--- src/rtl/instruction_fetch_unit_pkg.sv ---
// Shared definitions for the instruction fetch unit.
// Holds the data width, the NOP encoding shown to decode when the prefetch buffer
// is empty, the fetch FSM state encoding, and a word-alignment helper.
package instruction_fetch_unit_pkg;

  localparam int          XLEN     = 32;
  localparam logic [31:0] INST_NOP = 32'h0000_0013;

  typedef enum logic [1:0] {
    ST_BOOT  = 2'd0,
    ST_RUN   = 2'd1,
    ST_FLUSH = 2'd2
  } ifu_state_e;

  // Clear the byte offset so every fetch address is word aligned.
  function automatic logic [31:0] word_align(input logic [31:0] i_addr);
    return {i_addr[31:2], 2'b00};
  endfunction

endpackage

--- src/rtl/instruction_fetch_unit_fetch_fifo.sv ---
// Prefetch buffer between instruction memory and decode.
// Ports:
//   clk, rst_n    clock and synchronous active-low reset
//   i_clear       synchronous flush (wins over push/pop in the same cycle)
//   i_push        write i_push_data at the tail
//   i_pop         remove the head entry
//   o_valid       buffer holds at least one entry
//   o_head_data   head entry (straight from storage, no bypass from push)
//   o_count       number of stored entries
module instruction_fetch_unit_fetch_fifo #(
  parameter int WIDTH = 64,
  parameter int DEPTH = 4
) (
  input  logic                     clk,
  input  logic                     rst_n,
  input  logic                     i_clear,
  input  logic                     i_push,
  input  logic [WIDTH-1:0]         i_push_data,
  input  logic                     i_pop,
  output logic                     o_valid,
  output logic [WIDTH-1:0]         o_head_data,
  output logic [$clog2(DEPTH):0]   o_count
);

  localparam int AW = $clog2(DEPTH);

  logic [WIDTH-1:0] r_mem [DEPTH];
  logic [AW-1:0]    r_wr_ptr;
  logic [AW-1:0]    r_rd_ptr;
  logic [AW:0]      r_count;
  logic             w_push;
  logic             w_pop;

  assign w_pop  = i_pop && (r_count != '0);
  // A full buffer still accepts a push when the head leaves in the same cycle.
  assign w_push = i_push && ((r_count != (AW+1)'(DEPTH)) || w_pop);

  // Storage, pointers and occupancy.
  always_ff @(posedge clk) begin
    if (!rst_n) begin
      r_wr_ptr <= '0;
      r_rd_ptr <= '0;
      r_count  <= '0;
      for (int i = 0; i < DEPTH; i++) begin
        r_mem[i] <= '0;
      end
    end else if (i_clear) begin
      r_wr_ptr <= '0;
      r_rd_ptr <= '0;
      r_count  <= '0;
    end else begin
      if (w_push) begin
        r_mem[r_wr_ptr] <= i_push_data;
        r_wr_ptr        <= r_wr_ptr + 1'b1;
      end
      if (w_pop) begin
        r_rd_ptr <= r_rd_ptr + 1'b1;
      end
      case ({w_push, w_pop})
        2'b10:   r_count <= r_count + 1'b1;
        2'b01:   r_count <= r_count - 1'b1;
        default: r_count <= r_count;
      endcase
    end
  end

  assign o_valid     = (r_count != '0);
  assign o_head_data = r_mem[r_rd_ptr];
  assign o_count     = r_count;

endmodule

--- src/rtl/instruction_fetch_unit.sv ---
// Fetch stage: holds the PC, issues in-order word reads to instruction memory,
// buffers returned words and presents {instruction, inst_pc} to decode.
// Redirects flush the buffer and discard responses still in flight.
// Ports:
//   clk, rst_n                              clock, synchronous active-low reset
//   imem_req_valid/ready/addr               fetch request channel
//   imem_rsp_valid/data                     in-order read response
//   redirect_valid/pc                       branch/jump redirect pulse from execute
//   inst_valid/ready, instruction, inst_pc  handshake toward decode
module instruction_fetch_unit
  import instruction_fetch_unit_pkg::*;
#(
  parameter logic [31:0] RESET_PC   = 32'h0000_0000,
  parameter int          FIFO_DEPTH = 4
) (
  input  logic            clk,
  input  logic            rst_n,
  output logic            imem_req_valid,
  input  logic            imem_req_ready,
  output logic [XLEN-1:0] imem_req_addr,
  input  logic            imem_rsp_valid,
  input  logic [XLEN-1:0] imem_rsp_data,
  input  logic            redirect_valid,
  input  logic [XLEN-1:0] redirect_pc,
  output logic            inst_valid,
  input  logic            inst_ready,
  output logic [XLEN-1:0] instruction,
  output logic [XLEN-1:0] inst_pc
);

  localparam int CW = $clog2(FIFO_DEPTH) + 1;

  ifu_state_e      r_state;
  ifu_state_e      w_state_nxt;
  logic [XLEN-1:0] r_fetch_pc;
  logic [XLEN-1:0] r_rsp_pc;
  logic [XLEN-1:0] r_stale_addr;
  logic            r_stale_pend;
  logic [CW-1:0]   r_outst;
  logic [CW-1:0]   r_drop;
  logic [CW-1:0]   w_outst_nxt;
  logic [CW-1:0]   w_drop_nxt;
  logic [CW-1:0]   w_count;
  logic            w_fifo_valid;
  logic [63:0]     w_head;
  logic            w_credit;
  logic            w_req_valid;
  logic            w_accept;
  logic            w_rsp;
  logic            w_push;
  logic            w_pop;
  logic            w_drop_dec;

  // Outstanding requests are counted against buffer space, so every response
  // that comes back is guaranteed a slot.
  assign w_credit    = ({1'b0, w_count} + {1'b0, r_outst}) < (CW+1)'(FIFO_DEPTH);
  // A request that survived a redirect stays valid until memory takes it.
  assign w_req_valid = (r_state != ST_BOOT) && (r_stale_pend || w_credit);
  assign w_accept    = w_req_valid && imem_req_ready;
  // Responses with nothing outstanding (e.g. straight after reset) are ignored.
  assign w_rsp       = imem_rsp_valid && (r_outst != '0);
  assign w_drop_dec  = w_rsp && (r_drop != '0);
  assign w_push      = w_rsp && (r_drop == '0) && !redirect_valid;
  assign w_pop       = w_fifo_valid && inst_ready;

  assign imem_req_valid = w_req_valid;
  assign imem_req_addr  = r_stale_pend ? r_stale_addr : r_fetch_pc;

  // Next FSM state.
  always_comb begin
    w_state_nxt = r_state;
    case (r_state)
      ST_BOOT: begin
        w_state_nxt = ST_RUN;
      end
      ST_RUN: begin
        if (redirect_valid && ((r_outst != '0) || w_accept)) begin
          w_state_nxt = ST_FLUSH;
        end else begin
          w_state_nxt = ST_RUN;
        end
      end
      ST_FLUSH: begin
        if (redirect_valid) begin
          w_state_nxt = ST_FLUSH;
        end else if (r_drop == '0) begin
          w_state_nxt = ST_RUN;
        end else begin
          w_state_nxt = ST_FLUSH;
        end
      end
      default: begin
        w_state_nxt = ST_BOOT;
      end
    endcase
  end

  // Outstanding and drop counters for the coming cycle.
  always_comb begin
    w_outst_nxt = r_outst + {{(CW-1){1'b0}}, w_accept} - {{(CW-1){1'b0}}, w_rsp};
    w_drop_nxt  = r_drop;
    if (redirect_valid) begin
      // Everything still in flight after this cycle belongs to the old path.
      w_drop_nxt = w_outst_nxt;
    end else begin
      // A stale request accepted late is also on the old path.
      w_drop_nxt = r_drop - {{(CW-1){1'b0}}, w_drop_dec}
                 + {{(CW-1){1'b0}}, (w_accept && r_stale_pend)};
    end
  end

  // FSM, PC tracking and in-flight bookkeeping.
  always_ff @(posedge clk) begin
    if (!rst_n) begin
      r_state      <= ST_BOOT;
      r_fetch_pc   <= RESET_PC;
      r_rsp_pc     <= RESET_PC;
      r_stale_addr <= RESET_PC;
      r_stale_pend <= 1'b0;
      r_outst      <= '0;
      r_drop       <= '0;
    end else begin
      r_state <= w_state_nxt;
      r_outst <= w_outst_nxt;
      r_drop  <= w_drop_nxt;
      if (redirect_valid) begin
        r_fetch_pc   <= word_align(redirect_pc);
        r_rsp_pc     <= word_align(redirect_pc);
        r_stale_pend <= w_req_valid && !imem_req_ready;
        r_stale_addr <= imem_req_addr;
      end else begin
        if (w_accept && !r_stale_pend) begin
          r_fetch_pc <= r_fetch_pc + 32'd4;
        end
        if (w_accept) begin
          r_stale_pend <= 1'b0;
        end
        if (w_push) begin
          r_rsp_pc <= r_rsp_pc + 32'd4;
        end
      end
    end
  end

  instruction_fetch_unit_fetch_fifo #(
    .WIDTH (64),
    .DEPTH (FIFO_DEPTH)
  ) u_fifo (
    .clk         (clk),
    .rst_n       (rst_n),
    .i_clear     (redirect_valid),
    .i_push      (w_push),
    .i_push_data ({imem_rsp_data, r_rsp_pc}),
    .i_pop       (w_pop),
    .o_valid     (w_fifo_valid),
    .o_head_data (w_head),
    .o_count     (w_count)
  );

  assign inst_valid  = w_fifo_valid;
  assign instruction = w_fifo_valid ? w_head[63:32] : INST_NOP;
  assign inst_pc     = w_fifo_valid ? w_head[31:0]  : 32'h0000_0000;

endmodule

--- config.mk ---
export PLATFORM = sky130hd
export DESIGN_NAME = instruction_fetch_unit
export DESIGN_NICKNAME = d
export VERILOG_FILES = /design/src/rtl/instruction_fetch_unit_pkg.sv /design/src/rtl/instruction_fetch_unit_fetch_fifo.sv /design/src/rtl/instruction_fetch_unit.sv
export SDC_FILE = /design/constraint.sdc
export NUM_CORES = 1
export LEC_CHECK = 0
export BUFFER_PORTS_ARGS = -buffer_cell sky130_fd_sc_hd__buf_2
export CAP_MARGIN = 30
export CORE_MARGIN = 3
export CORE_UTILIZATION = 47
export CTS_BUF_LIST = sky130_fd_sc_hd__clkbuf_4
export DETAILED_ROUTE_END_ITERATION = 6
export GPL_TIMING_DRIVEN = 1
export PLACE_DENSITY = 0.69
export SKIP_CTS_REPAIR_TIMING = 1
export SLEW_MARGIN = 10
export SYNTH_ARGS = -nofsm -noshare
export SYNTH_HDL_FRONTEND = slang
export SYNTH_SLANG_ARGS = --single-unit
--- constraint.sdc ---
create_clock -name clk -period 14 [get_ports clk]
set_input_delay 0.7 -clock clk [delete_from_list [all_inputs] [get_ports clk]]
set_output_delay 0.7 -clock clk [all_outputs]
set_load 0.02 [all_outputs]
; ---- Word-level counts from Yosys, hierarchy flattened
; Memory sizes are Yosys's and may differ from the RTL's. A register that Yosys moved wholly into a read port is not among the register bits.
; Index checks and enable logic that the tools add are counted.
[classes]
addsub = 11
n_lt_le_gt_ge = 1
eq_ne = 5
mux = 25
n_bitwise = 1
n_reduce_logical = 31
[ops]
columns = op, count
row1 = $mux 32, 7
row2 = $add 32x3->32 const B, 2
row3 = $mux 64, 1
row4 = $reduce_or 64->1, 1
row5 = $logic_and 1x1->1, 13
row6 = $mux 2, 6
row7 = $reduce_bool 2->1, 5
row8 = $reduce_bool 3->1, 3
row9 = $mux 1, 8
row10 = $add 3x1->3, 2
row11 = $pmux 2 s3, 1
row12 = $pmux 3 s2, 1
row13 = $sub 3x1->3, 2
row14 = $add 2x1->2 const B, 2
row15 = $add 3x3->4, 1
row16 = $eq 2x1->1 const B, 2
row17 = $eq 2x2->1 const B, 2
row18 = $lt 4x3->1 const B, 1
row19 = $add 3x1->3 const B, 1
row20 = $logic_not 1->1, 3
row21 = $logic_not 3->1, 1
row22 = $logic_or 1x1->1, 3
row23 = $mux 3, 1
row24 = $ne 3x3->1 const B, 1
row25 = other kinds (4), 4
[totals]
ff_bits = 112
ram_bits = 256
inputBits = 70
out_inout_bits = 98
word_cells = 87
mem_count = 1
[memory_table]
columns = name, depth, width, rd, rd_clocked_by_memory_dff, wr, line
row1 = u_fifo.r_mem, 4, 64, 1, 1, 4, instruction_fetch_unit_fetch_fifo.sv:27  ; logic [WIDTH-1:0] r_mem [DEPTH];

; ---- Longest topological paths before layout
; Gate-level depths: netlist (run 1).
[depth]
depth_word = 11
depth_mapped = 13

; ---- Cells and area by module
; Synthesis (run 1) repeated with hierarchy kept, for this count alone.
[unflattened]
cells_unflattened = 1368
hier_area_um2 = 17023.8
[by_module_without_submodules]
columns = module, n_inst, cells_each, area_per_inst_um2, seq_area_each_um2
row1 = instruction_fetch_unit_fetch_fifo, 1, 673, 11447.2, 7867.5
row2 = instruction_fetch_unit, 1, 695, 5576.6, 2021.9

; ---- Worst setup path after synthesis (run 1)
; No wires, ideal clock.
[synth_path]
kind = input port to flip-flop
start = input redirect_valid
end = memory u_fifo.r_mem[0][10] (enable)
setup_ns = 0.574
arrival_ns = 5.942
t_required_ns = 13.426
path_slack_ns = 7.485
cell_stages = 4
path_buffers = 1
path_cell_list = clkbuf_1 > nor3_2 > nand2b_1 > o31ai_1
[synth_rtl]
columns = element, line
row1 = from (decl), instruction_fetch_unit.sv:23  ; input logic redirect_valid,
row2 = to (decl), instruction_fetch_unit_fetch_fifo.sv:27

==> results.cfg, run 1 <==
[min_path]
min_to = u_fifo.r_mem[3][41]$_DFFE_PP_
holdPathStages = 2
hp-class = primary input to register
hp-start = imem_rsp_data[9]

[timing]
hold_viol = 0
tightest_slew_ns = 0.962
drv_slew = 0
max_freq_mhz = 254
relSlewSlack_pct = 35.9
skew_ns = 0.0280
totalNegativeSetupSlack_ns = 0
holdWs_ns = 0.262
rsz0062_at_grt = no
min_period_ns = 3.94
finalCritPeriodShare_pct = 28.1
setup_viol = 0

[flow_run]
cap_violations = 0

[cts]
clkSinkCount = 358
clockBufferDepth = 3
clk-insertion-delay-late_ns = 0.75
numCtsBuffers = 96
cts_max_level = 3
clk_pin_slew_worst_paths_ns = 0.07
tritoncts = yes
root_buffer = clkbuf_4

[pwr]
ir_worst_vdd_v = 0.0000740
leakage_nw = 7.29
p_per_area_nw_per_um2 = 134
power.total_mw = 2.57

[drt]
drtAntennaViolNets = 0
num_vias = 11200
avgRoutedWirePerCell_microns = 19.0
drt-initial-drc-count = 692
firstDrtPassIters = 5
drc = 0
wl_microns = 39000
via_per_inst = 5.42

[global_routing]
grt_pass1_wl_microns = 63000
first_global_vias = 11800
globalRouteOverflowTotal = 0
grt_antenna_before_repair = 7
grt_use_total_pct = 20.8
grt_max_degree = 93

[critical_path]
cp.required_ns = 13.30
crit_fanout = 32
critPathLaunchType = register
r2r-end = u_fifo.r_mem[3][49]$_DFFE_PP_
crit_type = register to output port
critical_path.endpoint_type = output port
r2r_start = r_drop[1]$_SDFF_PN0_
arrival_ns = 3.24
reg2reg_depth = 5
rrSetupSlack_ns = 10.75

[placement]
portBuffers = 163
hpwl_microns = 23000
place_congestion = 0.774

[floorplanning]
dieHeight_microns = 194
num_io_pins = 168
core-area_sq_um = 34700
row_count = 68
die-area_sq_um = 37700
die_w_microns = 194
start_util_pct = 48.0

[cells_and_area]
nets = 1610
fin_util_pct = 55.3
multiInputGateArea_sq_um = 6660
fill_cells = 3000
drive_gt1_share_pct = 28.6
area_delta_synth_final_pct = 15.3
regArea_sq_um = 9650

[synthesis]
ys_warn_count = 0
ys_async_sr_fraction_pct = 0
postSynthAreaPerCell_sq_um = 12.5
ys_types = 61
synthCells = 1334
ys_seq_area_share_pct = 58.0
ys_ff_latch = 358
synth_edf_count = 248
synth_area_sq_um = 16600
ys.flop_type = edfxtp_1

[status]
status = finished, final reports clean
critical path: stages (launching register included):
cell	delay [ns]
dfxtp_4	0.77
buf_4	0.66
mux4_2	0.57
or2_2	0.30
buf_2	0.16
report_power, final:
part / internal [mW] / leakage [nW] / total (mW) / switching (mW)
Clock: 0.505 / 0.741 / 0.933 / 0.428
Sequential: 1.21 / 3.47 / 1.26 / 0.0510
Combinational: 0.152 / 3.08 / 0.380 / 0.228
Total: 1.87 / 7.29 / 2.57 / 0.707
final cells by class:
type | instances | share of cell area, %
multi-input cells | 872 | 34.7
diodes | 3 | 0.0391
well taps | 455 | 2.97
flip-flops and latches | 358 | 50.3
inverters | 16 | 0.313
clock inverters | 20 | 0.567
clock buffers | 151 | 5.91
repair buffers | 185 | 5.22
placed cells by master, fill, tap and decap left out, types with 3 or more instances in the layout:
| cell type | netlist | final |
|---|---|---|
| buf_4 | 2 | 21 |
| o31ai_1 | 4 | 3 |
| nand3_1 | 26 | 26 |
| ha_1 | 8 | 8 |
| nand2_1 | 91 | 91 |
| nand4b_1 | 3 | 3 |
| edfxtp_1 | 248 | 248 |
| nor2_1 | 19 | 18 |
| a21oi_1 | 44 | 44 |
| o21ai_4 | 0 | 3 |
| and2_1 | 313 | 313 |
| mux2i_1 | 3 | 3 |
| and4_1 | 6 | 6 |
| o21ai_0 | 49 | 47 |
| a21boi_0 | 31 | 31 |
| and3_1 | 12 | 12 |
| mux4_2 | 62 | 62 |
| buf_2 | 7 | 163 |
| diode_2 | 0 | 3 |
| a31oi_1 | 15 | 15 |
| nor2b_1 | 4 | 4 |
| fa_1 | 3 | 3 |
| nor4_1 | 13 | 13 |
| dfxtp_1 | 110 | 108 |
| xnor2_1 | 24 | 24 |
| nor4_2 | 4 | 3 |
| clkinv_1 | 0 | 16 |
| inv_2 | 0 | 3 |
| clkbuf_4 | 0 | 151 |
| xor2_1 | 25 | 25 |
| nand4_1 | 17 | 17 |
| or3_1 | 13 | 13 |
| mux2_2 | 26 | 26 |
| inv_1 | 16 | 14 |
| or2_2 | 4 | 4 |
| nand2b_1 | 4 | 4 |
| o31a_1 | 5 | 5 |
| nor3_1 | 11 | 11 |
routing by layer:
layer / global-route usage [%] / part of all wire (%) / vias to the layer above
li1: - / - / 5260
met1: 27.7 / 43 / 5443
met2: 33.7 / 48 / 383
met3: 5.06 / 7.0 / 69
met4: 7.05 / 1.8 / 8
met5: 0 / 0.11 / -
worst max-delay path by stage:
stage	from	to	slack (ns)
2_1_floorplan	redirect_valid	u_fifo.r_mem[0][10]$_SDFFCE_PN0P_	7.48
3_3_place_gp	u_fifo.o_count[0]$_SDFFE_PP0P_	inst_pc[16]	10.48
3_5_place_dp	u_fifo.o_count[0]$_SDFFE_PP0P_	inst_pc[16]	10.42
4_1_cts	u_fifo.o_count[0]$_SDFFE_PP0P_	inst_pc[16]	9.59
5_1_grt	register	instruction[1]	9.75
6_report	register	instruction[4]	10.06
registers in the layout, indices dropped and copies added (netlist names), 3 cells and up, named ones only:
register and cells:
r_drop 3, r_fetch_pc 30, r_outst 3, r_rsp_pc 30, r_stale_addr 32, u_fifo.o_count 3, u_fifo.r_mem 248
logic make-up after synthesis:
| family | synth area share, % |
|---|---|
| XOR/XNOR | 2.58 |
| flip-flops | 58.0 |
| other | 0.0225 |
| multiplexers | 10.3 |
| buffers and inverters | 2.52 |
| AND/OR/NAND/NOR | 19.7 |
| AO/OA/AOI/OAI | 5.92 |
| adder cells (fa/ha/maj) | 0.962 |
through the flow:
stage / setup slack, ns / instances / area [sq um]
2_1_floorplan: 7.48 / 1335 / 16600
3_3_place_gp: 10.48 / 1885 / 17900
3_5_place_dp: 10.42 / 1885 / 17900
4_1_cts: 9.59 / 2056 / 19200
5_1_grt: 9.75 / 2060 / 19200
6_report: 10.06 / 2060 / 19200
synth_stat cells, types with 3 or more instances:
master	instances	share of area, %
a21boi_0	31	1.4
a21oi_1	44	1.3
a31oi_1	15	0.56
and2_1	313	12
and3_1	12	0.45
and4_1	6	0.32
buf_2	7	0.21
clkbuf_1	77	1.7
dfxtp_1	110	13
edfxtp_1	248	45
fa_1	3	0.36
ha_1	8	0.60
inv_1	16	0.36
mux2_2	26	1.8
mux2i_1	3	0.18
mux4_2	62	8.4
nand2_1	91	2.1
nand2b_1	4	0.15
nand3_1	26	0.78
nand4_1	17	0.64
nand4b_1	3	0.16
nor2_1	19	0.43
nor2b_1	4	0.15
nor3_1	11	0.33
nor3_2	4	0.24
nor4_1	13	0.49
nor4_2	4	0.30
o21ai_0	49	1.5
o31a_1	5	0.26
o31ai_1	4	0.18
or2_2	4	0.15
or3_1	13	0.49
xnor2_1	24	1.3
xor2_1	25	1.3
Power figures use the tool's default switching activity.
==> inputs of run 2 (changes only) <==
Clock period 14 ns to 4.1 ns, I/O delays scaled along.
==> run 2 against run 1 <==
Net effect:
- non-clock buffer count up 69
- wire length down 0.23%
- count of clock-buffer cells in the layout down 5
- global-route usage down 0.55 points
- die area unchanged
- via count up 1.6%
- clock power rose to 3.4 times the previous value
- total power rose to 3.4 times the previous value
- final area up 3.4%
- setup slack worse by 9.2 ns
- critical path type is now register to register
- sequential share of layout area down 1.7 points
- cell count up 2.9%
- largest power group unchanged
==> results.cfg, run 2 (same netlist as run 1, synthesis figures left out) <==
[status]
status = finished, final reports clean

[cells_and_area]
layout_commonest_cell = and2_1
final_cell_mix = 313 x and2_1, 248 x edfxtp_1, 163 x buf_2, 146 x clkbuf_4, 108 x dfxtp_1
fill_cells = 2925
area_delta_synth_final_pct = 19.3
fin_util_pct = 57.2
largest_register_ffs = 248
nets = 1679
regArea_sq_um = 9650
drive_gt1_share_pct = 27.6
multiInputGateArea_sq_um = 6660
largest-register = u_fifo.r_mem
largestRegisters = u_fifo.r_mem (248), r_stale_addr (32)

[global_routing]
grt_antenna_before_repair = 1
grt_max_degree = 77
first_global_vias = 11500
grt_use_total_pct = 20.3
grt_pass1_wl_microns = 61000
globalRouteOverflowTotal = 0

[floorplanning]
core-area_sq_um = 34700
die-area_sq_um = 37700
num_io_pins = 168
dieHeight_microns = 194
row_count = 68
die_w_microns = 194
start_util_pct = 48.0

[placement]
hpwl_microns = 23200
portBuffers = 163
place_congestion = 0.762

[drt]
avgRoutedWirePerCell_microns = 18.4
drc = 0
drtAntennaViolNets = 0
via_per_inst = 5.35
num_vias = 11300
drt-initial-drc-count = 663
wl_microns = 39000
firstDrtPassIters = 4

[cts]
numCtsBuffers = 96
clk_pin_slew_worst_paths_ns = 0.07
cts_max_level = 3
clkSinkCount = 358
clockBufferDepth = 3
tritoncts = yes
root_buffer = clkbuf_4
clk-insertion-delay-late_ns = 0.78

[timing]
max_freq_mhz = 307
relSlewSlack_pct = 48.8
tightest_slew_ns = 0.762
drv_slew = 0
min_period_ns = 3.25
hold_viol = 0
setup_viol = 0
holdWs_ns = 0.0566
finalCritPeriodShare_pct = 79.4
rsz0062_at_grt = no
skew_ns = 0.0686

[pwr]
ir_worst_vdd_v = 0.000237
leakage_nw = 7.58
p_per_area_nw_per_um2 = 442

[critical_path]
critical_path.endpoint_type = register
crit_type = register to register
crit_fanout = 17
cp.required_ns = 4.75
critPathLaunchType = register
arrival_ns = 3.91

[min_path]
hp-class = primary input to register

[flow_run]
cap_violations = 0
## run 2: cell types whose count changed in the layout (fill, tap and decap cells not counted), sizes merged
cell,previous run,this run
diode,3,1
clkbuf,151,146
inv,17,16
clkinvlp,2,1
buf,185,189
dlygate4sd3,0,65
## run 2: critical path, stage by stage (launching register included)
cell	delay, ns
dfxtp_1	0.43
ha_1	0.27
or3_4	0.41
nor4_4	0.45
nand4_2	0.44
o31a_1	0.41
o31a_1	0.23
dlygate4sd3_1	0.55
## run 2: layer usage
| metal | vias up | part of all wire (%) | global-route usage (%) |
|---|---|---|---|
| met1 | 5527 | 44 | 27.3 |
| li1 | 5392 | - | - |
| met3 | 76 | 6.0 | 4.83 |
| met5 | - | 0 | 0 |
| met4 | 0 | 2.0 | 6.38 |
| met2 | 349 | 48 | 32.8 |
## run 2: final timing paths
kind,start,endpoint,slack (ns),depth (start not counted)
setup / recovery,u_fifo.o_count[2]$_SDFFE_PP0P_,r_fetch_pc[30]$_SDFFE_PN0P_,0.85,7
hold / removal,imem_rsp_valid,u_fifo.r_wr_ptr[0]$_SDFFE_PP0P_,0.06,5
setup reg to reg,u_fifo.o_count[2]$_SDFFE_PP0P_,r_fetch_pc[30]$_SDFFE_PN0P_,0.85,7
hold reg to reg,r_stale_addr[15]$_SDFFE_PN0P_,r_stale_addr[15]$_SDFFE_PN0P_,0.46,2
## run 2: cell type report
cell class                      count  area share, %
Clock buffer                      146           5.52
Timing Repair Buffer              254           8.56
Sequential cell                   358           48.6
Clock inverter                     18          0.561
Tap cell                          455           2.87
Multi-Input combinational cell    872           33.5
Antenna cell                        1         0.0126
Inverter                           16          0.303
## run 2: per-stage QoR
stage	total power, mW	std cells	area [sq um]	setup TNS, ns	setup slack [ns]
6_report	8.77	2120	19900	0	0.846
2_1_floorplan	5.25	1335	16700	-84.33	-0.482
3_3_place_gp	5.64	1890	18000	0	0.998
3_5_place_dp	5.68	1890	18000	0	0.967
5_1_grt	9.23	2120	19900	0	0.683
4_1_cts	8.83	2054	19200	0	0.860
## run 2: where the power goes
group / internal [mW] / switching, mW
combinational: 0.553 / 0.776
clock: 1.67 / 1.46
sequential: 4.13 / 0.178
total: 6.36 / 2.41
